### src/rtl/mem_access_unit_if.sv
// Data-memory port between the MEM-stage access unit (master) and the memory (slave).
interface mem_access_unit_if;
    logic        data_read;
    logic        data_write;
    logic [31:0] data_addr;
    logic [3:0]  data_mbe;
    logic [31:0] data_wdata;
    logic [31:0] data_rdata;
    logic        data_resp;

    modport master (
        output data_read, data_write, data_addr, data_mbe, data_wdata,
        input  data_rdata, data_resp
    );

    modport slave (
        input  data_read, data_write, data_addr, data_mbe, data_wdata,
        output data_rdata, data_resp
    );
endinterface

### src/rtl/mem_access_unit.sv
// MEM-stage data-port initiator: decodes size/alignment, issues one memory access
// per load/store, stalls the pipeline until the response, and latches the result.
module mem_access_unit (
    input  logic                      clk,
    input  logic                      rst,
    input  logic                      req_valid,
    input  logic                      mem_read_in,
    input  logic                      mem_write_in,
    input  logic [2:0]                funct3_in,
    input  logic [31:0]               addr_in,
    input  logic [31:0]               store_data_in,
    mem_access_unit_if.master         mem,
    output logic [31:0]               r_data_out,
    output logic [3:0]                mem_byte_enable_out,
    output logic                      misaligned_out,
    output logic                      stall_out
);

    typedef enum logic [1:0] {IDLE, ACCESS, DONE} state_t;

    state_t      state_q, state_d;
    logic [1:0]  off;
    logic [3:0]  mbe_c;
    logic        misaligned_c;
    logic [31:0] wdata_c;
    logic        mem_op;
    logic        issue;

    logic        read_q;
    logic        write_q;
    logic [31:0] addr_q;
    logic [3:0]  mbe_q;
    logic [31:0] wdata_q;
    logic [31:0] r_data_q;
    logic [3:0]  mbe_out_q;

    assign off    = addr_in[1:0];
    assign mem_op = req_valid & (mem_read_in | mem_write_in);
    assign issue  = (state_q == IDLE) & mem_op & ~misaligned_c;

    // Size/alignment decode; unknown funct3 on a memory op is reported as misaligned.
    always_comb begin
        mbe_c        = 4'b0000;
        misaligned_c = 1'b0;
        wdata_c      = store_data_in << {off, 3'b000};
        case (funct3_in)
            3'b000, 3'b100: mbe_c = 4'b0001 << off;
            3'b001, 3'b101: begin
                mbe_c        = 4'b0011 << off;
                misaligned_c = (off == 2'd3);
            end
            3'b010: begin
                mbe_c        = 4'b1111;
                misaligned_c = (off != 2'd0);
                wdata_c      = store_data_in;
            end
            default: misaligned_c = 1'b1;
        endcase
    end

    always_comb begin
        state_d        = state_q;
        stall_out      = 1'b0;
        misaligned_out = 1'b0;
        case (state_q)
            IDLE: begin
                misaligned_out = mem_op & misaligned_c;
                if (issue) begin
                    stall_out = 1'b1;
                    state_d   = ACCESS;
                end
            end
            ACCESS: begin
                stall_out = 1'b1;
                if (mem.data_resp) state_d = DONE;
            end
            // One unstalled cycle lets the held instruction advance.
            DONE:    state_d = IDLE;
            default: state_d = IDLE;
        endcase
    end

    always_ff @(posedge clk) begin
        if (rst) state_q <= IDLE;
        else     state_q <= state_d;
    end

    always_ff @(posedge clk) begin
        if (rst) begin
            read_q    <= 1'b0;
            write_q   <= 1'b0;
            addr_q    <= 32'd0;
            mbe_q     <= 4'd0;
            wdata_q   <= 32'd0;
            r_data_q  <= 32'd0;
            mbe_out_q <= 4'd0;
        end else begin
            if (issue) begin
                // Read wins when both are set.
                read_q  <= mem_read_in;
                write_q <= mem_write_in & ~mem_read_in;
                addr_q  <= {addr_in[31:2], 2'b00};
                mbe_q   <= mbe_c;
                wdata_q <= wdata_c;
            end
            if (state_q == ACCESS && mem.data_resp) begin
                read_q    <= 1'b0;
                write_q   <= 1'b0;
                mbe_out_q <= mbe_q;
                if (read_q) r_data_q <= mem.data_rdata;
            end
        end
    end

    assign mem.data_read       = read_q;
    assign mem.data_write      = write_q;
    assign mem.data_addr       = addr_q;
    assign mem.data_mbe        = mbe_q;
    assign mem.data_wdata      = wdata_q;
    assign r_data_out          = r_data_q;
    assign mem_byte_enable_out = mbe_out_q;

endmodule

### src/flat_wrapper.sv
// flat-port wrapper written by rule: the top's interface ports become plain ports
module mem_access_unit_flat 
  (clk, rst, req_valid, mem_read_in, mem_write_in, funct3_in, addr_in, store_data_in, r_data_out, mem_byte_enable_out, misaligned_out, stall_out, mem_data_read, mem_data_write, mem_data_addr, mem_data_mbe, mem_data_wdata, mem_data_rdata, mem_data_resp);
  mem_access_unit_if mem_i ();
  input  logic clk;
  input  logic rst;
  input  logic req_valid;
  input  logic mem_read_in;
  input  logic mem_write_in;
  input  logic [2:0] funct3_in;
  input  logic [31:0] addr_in;
  input  logic [31:0] store_data_in;
  output logic [31:0] r_data_out;
  output logic [3:0] mem_byte_enable_out;
  output logic misaligned_out;
  output logic stall_out;
  output wire logic [$bits(mem_i.data_read)-1:0] mem_data_read;
  output wire logic [$bits(mem_i.data_write)-1:0] mem_data_write;
  output wire logic [$bits(mem_i.data_addr)-1:0] mem_data_addr;
  output wire logic [$bits(mem_i.data_mbe)-1:0] mem_data_mbe;
  output wire logic [$bits(mem_i.data_wdata)-1:0] mem_data_wdata;
  input wire logic [$bits(mem_i.data_rdata)-1:0] mem_data_rdata;
  input wire logic [$bits(mem_i.data_resp)-1:0] mem_data_resp;
  assign mem_data_read = mem_i.data_read;
  assign mem_data_write = mem_i.data_write;
  assign mem_data_addr = mem_i.data_addr;
  assign mem_data_mbe = mem_i.data_mbe;
  assign mem_data_wdata = mem_i.data_wdata;
  assign mem_i.data_rdata = mem_data_rdata;
  assign mem_i.data_resp = mem_data_resp;
  mem_access_unit u_core (.clk(clk), .rst(rst), .req_valid(req_valid), .mem_read_in(mem_read_in), .mem_write_in(mem_write_in), .funct3_in(funct3_in), .addr_in(addr_in), .store_data_in(store_data_in), .mem(mem_i), .r_data_out(r_data_out), .mem_byte_enable_out(mem_byte_enable_out), .misaligned_out(misaligned_out), .stall_out(stall_out));
endmodule
### config.mk
export PLATFORM = sky130hd
export DESIGN_NAME = mem_access_unit_flat
export DESIGN_NICKNAME = d
export VERILOG_FILES = /design/src/rtl/mem_access_unit_if.sv /design/src/rtl/mem_access_unit.sv /design/src/flat_wrapper.sv
export SDC_FILE = /design/constraint.sdc
export NUM_CORES = 1
export LEC_CHECK = 0
export CORE_MARGIN = 2
export CORE_UTILIZATION = 45
export DETAILED_ROUTE_END_ITERATION = 6
export PLACE_DENSITY = 0.85
export RECOVER_POWER = 50
export SKIP_LAST_GASP = 1
export SLEW_MARGIN = 25
export SYNTH_ARGS = -nofsm -noshare
export SYNTH_HDL_FRONTEND = slang
export SYNTH_SLANG_ARGS = --single-unit
### constraint.sdc
create_clock -name clk -period 3.7 [get_ports clk]
set_input_delay 0.74 -clock clk [delete_from_list [all_inputs] [get_ports clk]]
set_output_delay 0.74 -clock clk [all_outputs]
set_load 0.01 [all_outputs]
==> impl_metrics.json <==
{
  "cts_max_level": 3,
  "fin_area_um2": 7056,
  "start_util": 0.4618,
  "synth_cells": 590,
  "wl_mm": 14.99,
  "hold_class": "register to register",
  "r2r_end": "u_core.mem.data_mbe[3]",
  "drt_first_pass_iters": 7,
  "tns_ps": 0,
  "drv_slew": 79,
  "final_cell_mix": "clkdlybuf4s50_1 (107), dfxtp_1 (106), a21oi_1 (104)",
  "grt_pass1_wl_mm": 23.37,
  "period_minus_slack_ps": 3449,
  "status": "complete, but fails checks",
  "synth_top_cells_by_area": "dfxtp_1 (45%), a21oi_1 (11%), nand2_1 (5.9%), o21ai_0 (5.9%), nand3_1 (3.9%)",
  "path_class": "input pin to output pin",
  "rr_startpoint": "u_core.state_q[1]",
  "irDropWorstVdd_v": 0.0001875,
  "fin_util": 0.6834,
  "grt_max_degree": 79,
  "antenna_found_initial": 0,
  "layout_commonest_cell": "clkdlybuf4s50_1",
  "whs_ps": 458.5,
  "final_net_count": 869,
  "first_global_vias": 4717,
  "hold_end": "u_core.r_data_out[30]",
  "clock.fmax_mhz": 289.9,
  "gr-total-overflow": 0,
  "instances_no_fill": 905,
  "r2r_cells": 6,
  "endpoint_kind": "output pin",
  "fin_crit_sh": 0.9323,
  "antenna_left": 0,
  "ff2ff_setup_slack_ps": 1640,
  "power_density_nw_per_um2": 347.2,
  "cp.arrival_ps": 2710,
  "cts_buffer_depth": 2,
  "post-cts-setup-buffers": 0,
  "yosysWarnings": 0,
  "synth_top_area_frac": 0.4451,
  "ctsHoldBuffers": 0,
  "min_path_cells": 2,
  "worst_ep_required_time_ps": 2960,
  "synth_area_um2": 4767,
  "worst_slack_ps": 250.5,
  "crit_path_start_kind": "input pin",
  "ys_types": 41,
  "clkLatencyLatePin_ps": 370,
  "max_cap_viol_count": 1,
  "io_buffers": 210,
  "relSlewSlack": -0.01935,
  "p_leak_nw": 2.743,
  "cts_tree": "built",
  "rsz0062_at_grt": "no",
  "crit_path_max_fanout": 7,
  "grtUsageTotal": 0.2521,
  "setup_viol": 0,
  "post-dp-hpwl_mm": 10.92,
  "violations": "capacitance limit, slew limit",
  "area_growth_pct": 48.01,
  "clock_skew_ps": 10.03,
  "vias": 5031,
  "pre_cts_ws_ps": 280.7,
  "p_total_mw": 2.449,
  "vias_per_cell": 5.559,
  "yosysTopAreaCell": "dfxtp_1",
  "pin_count": 213,
  "drt_iter0_markers": 486,
  "ys_seq_elements": 106,
  "routabilityCongestion": 0.8902,
  "die_area_um2": 11430,
  "die_x_um": 106.9,
  "hold_viol_final": 0,
  "clock-root-buffer": "clkbuf_8",
  "wl_per_cell_um": 16.57,
  "drive_gt1_frac": 0.06112,
  "avgSynthCellArea_um2": 8.080,
  "cts_made_buffers": 9,
  "num_rows": 37,
  "min_from": "u_core.r_data_out[30]",
  "cts.clk_slew.worst_paths_ps": 120,
  "place_area_um2": 6843,
  "diodes": 0,
  "core_area_um2": 10320,
  "dp.cells": 889,
  "fp.dieH_um": 106.9,
  "post-route-drc-count": 0,
  "clock-sinks": 106,
  "synth_seq_area_share": 0.4451,
  "tightest_slew_ps": 1529,
  "cts.repair.resized": 0
}
-- layer usage --
layer  vias up  track usage  part of all wire
met4         0       0.1011             0.028
met2       245       0.4222              0.48
met5         -            0                 0
met1      2330       0.3195              0.42
met3        29      0.04863             0.072
li1       2427            -                 -
-- sequential cells by signal (all words and copies together), names as in the netlist --
signal                      count
u_core.mem.data_wdata          32
u_core.mem.data_write           1
u_core.mem.data_mbe             4
u_core.r_data_out              32
u_core.mem.data_addr           30
u_core.mem.data_read            1
u_core.state_q                  2
u_core.mem_byte_enable_out      4
-- final cells by class --
| cell class | count | area (µm²) |
|---|---|---|
| fill | 821 | 3268 |
| tap | 136 | 170.2 |
| timing repair buffer | 223 | 2192 |
| sequential | 106 | 2122 |
| inverter | 3 | 11.26 |
| clock buffer | 9 | 123.9 |
| multi-input combinational | 421 | 2342 |
| clock inverter | 7 | 93.84 |
-- power breakdown --
group	internal [mW]	switching [mW]	total (mW)
clock network	0.332	0.436	0.768
logic	0.235	0.239	0.474
registers	1.18	0.0233	1.21
total	1.75	0.698	2.45
-- synth_stat cells --
library cell / number
nand3b_1: 1
buf_4: 5
nand4_1: 10
o21ai_1: 1
o211a_1: 1
clkbuf_1: 23
nor3b_4: 1
o22ai_1: 2
and2b_1: 1
a21oi_1: 104
nand2_4: 1
a311oi_1: 12
o21ba_2: 1
a31oi_1: 8
a211oi_2: 1
buf_2: 20
nor2_4: 1
inv_1: 3
nor3b_1: 15
nor2b_1: 15
conb_1: 1
a211oi_1: 3
mux2_2: 8
o211ai_1: 1
and2_1: 1
nand2b_1: 11
and3_1: 8
o21ai_0: 56
buf_6: 4
a211o_2: 1
and3b_1: 1
dfxtp_1: 106
o41ai_2: 2
nand2_1: 75
nand3_1: 37
or3_1: 2
nor2_1: 24
buf_1: 9
o41ai_1: 6
mux2i_1: 6
or3b_1: 2
-- critical path: stages --
cell,delay (ps)
clkdlybuf4s50_1,680
nor2_1,150
a211o_2,390
nor2_1,170
clkdlybuf4s50_1,570
-- cells by family (layout without fill, tap and decap cells) --
family | count (synthesis) | in the layout | synth area share
flip-flops | 106 | 106 | 0.4451
AND/OR/NAND/NOR | 206 | 206 | 0.2194
other | 1 | 2 | 0.0007866
buffers and inverters | 64 | 242 | 0.06588
AO/OA/AOI/OAI | 199 | 199 | 0.2373
multiplexers | 14 | 14 | 0.03150
-- worst max-delay path by stage --
stage                     from        endpoint  slack (ps)  depth (start not counted)
detailed placement  addr_in[0]  misaligned_out         280                          5
CTS                 addr_in[0]  misaligned_out         260                          5
floorplan           addr_in[0]  misaligned_out        1150                          6
finish              addr_in[0]  misaligned_out         250                          5
global route        addr_in[0]  misaligned_out         180                          5
global placement    addr_in[0]  misaligned_out         310                          5
(Power assumes the default switching activity.)
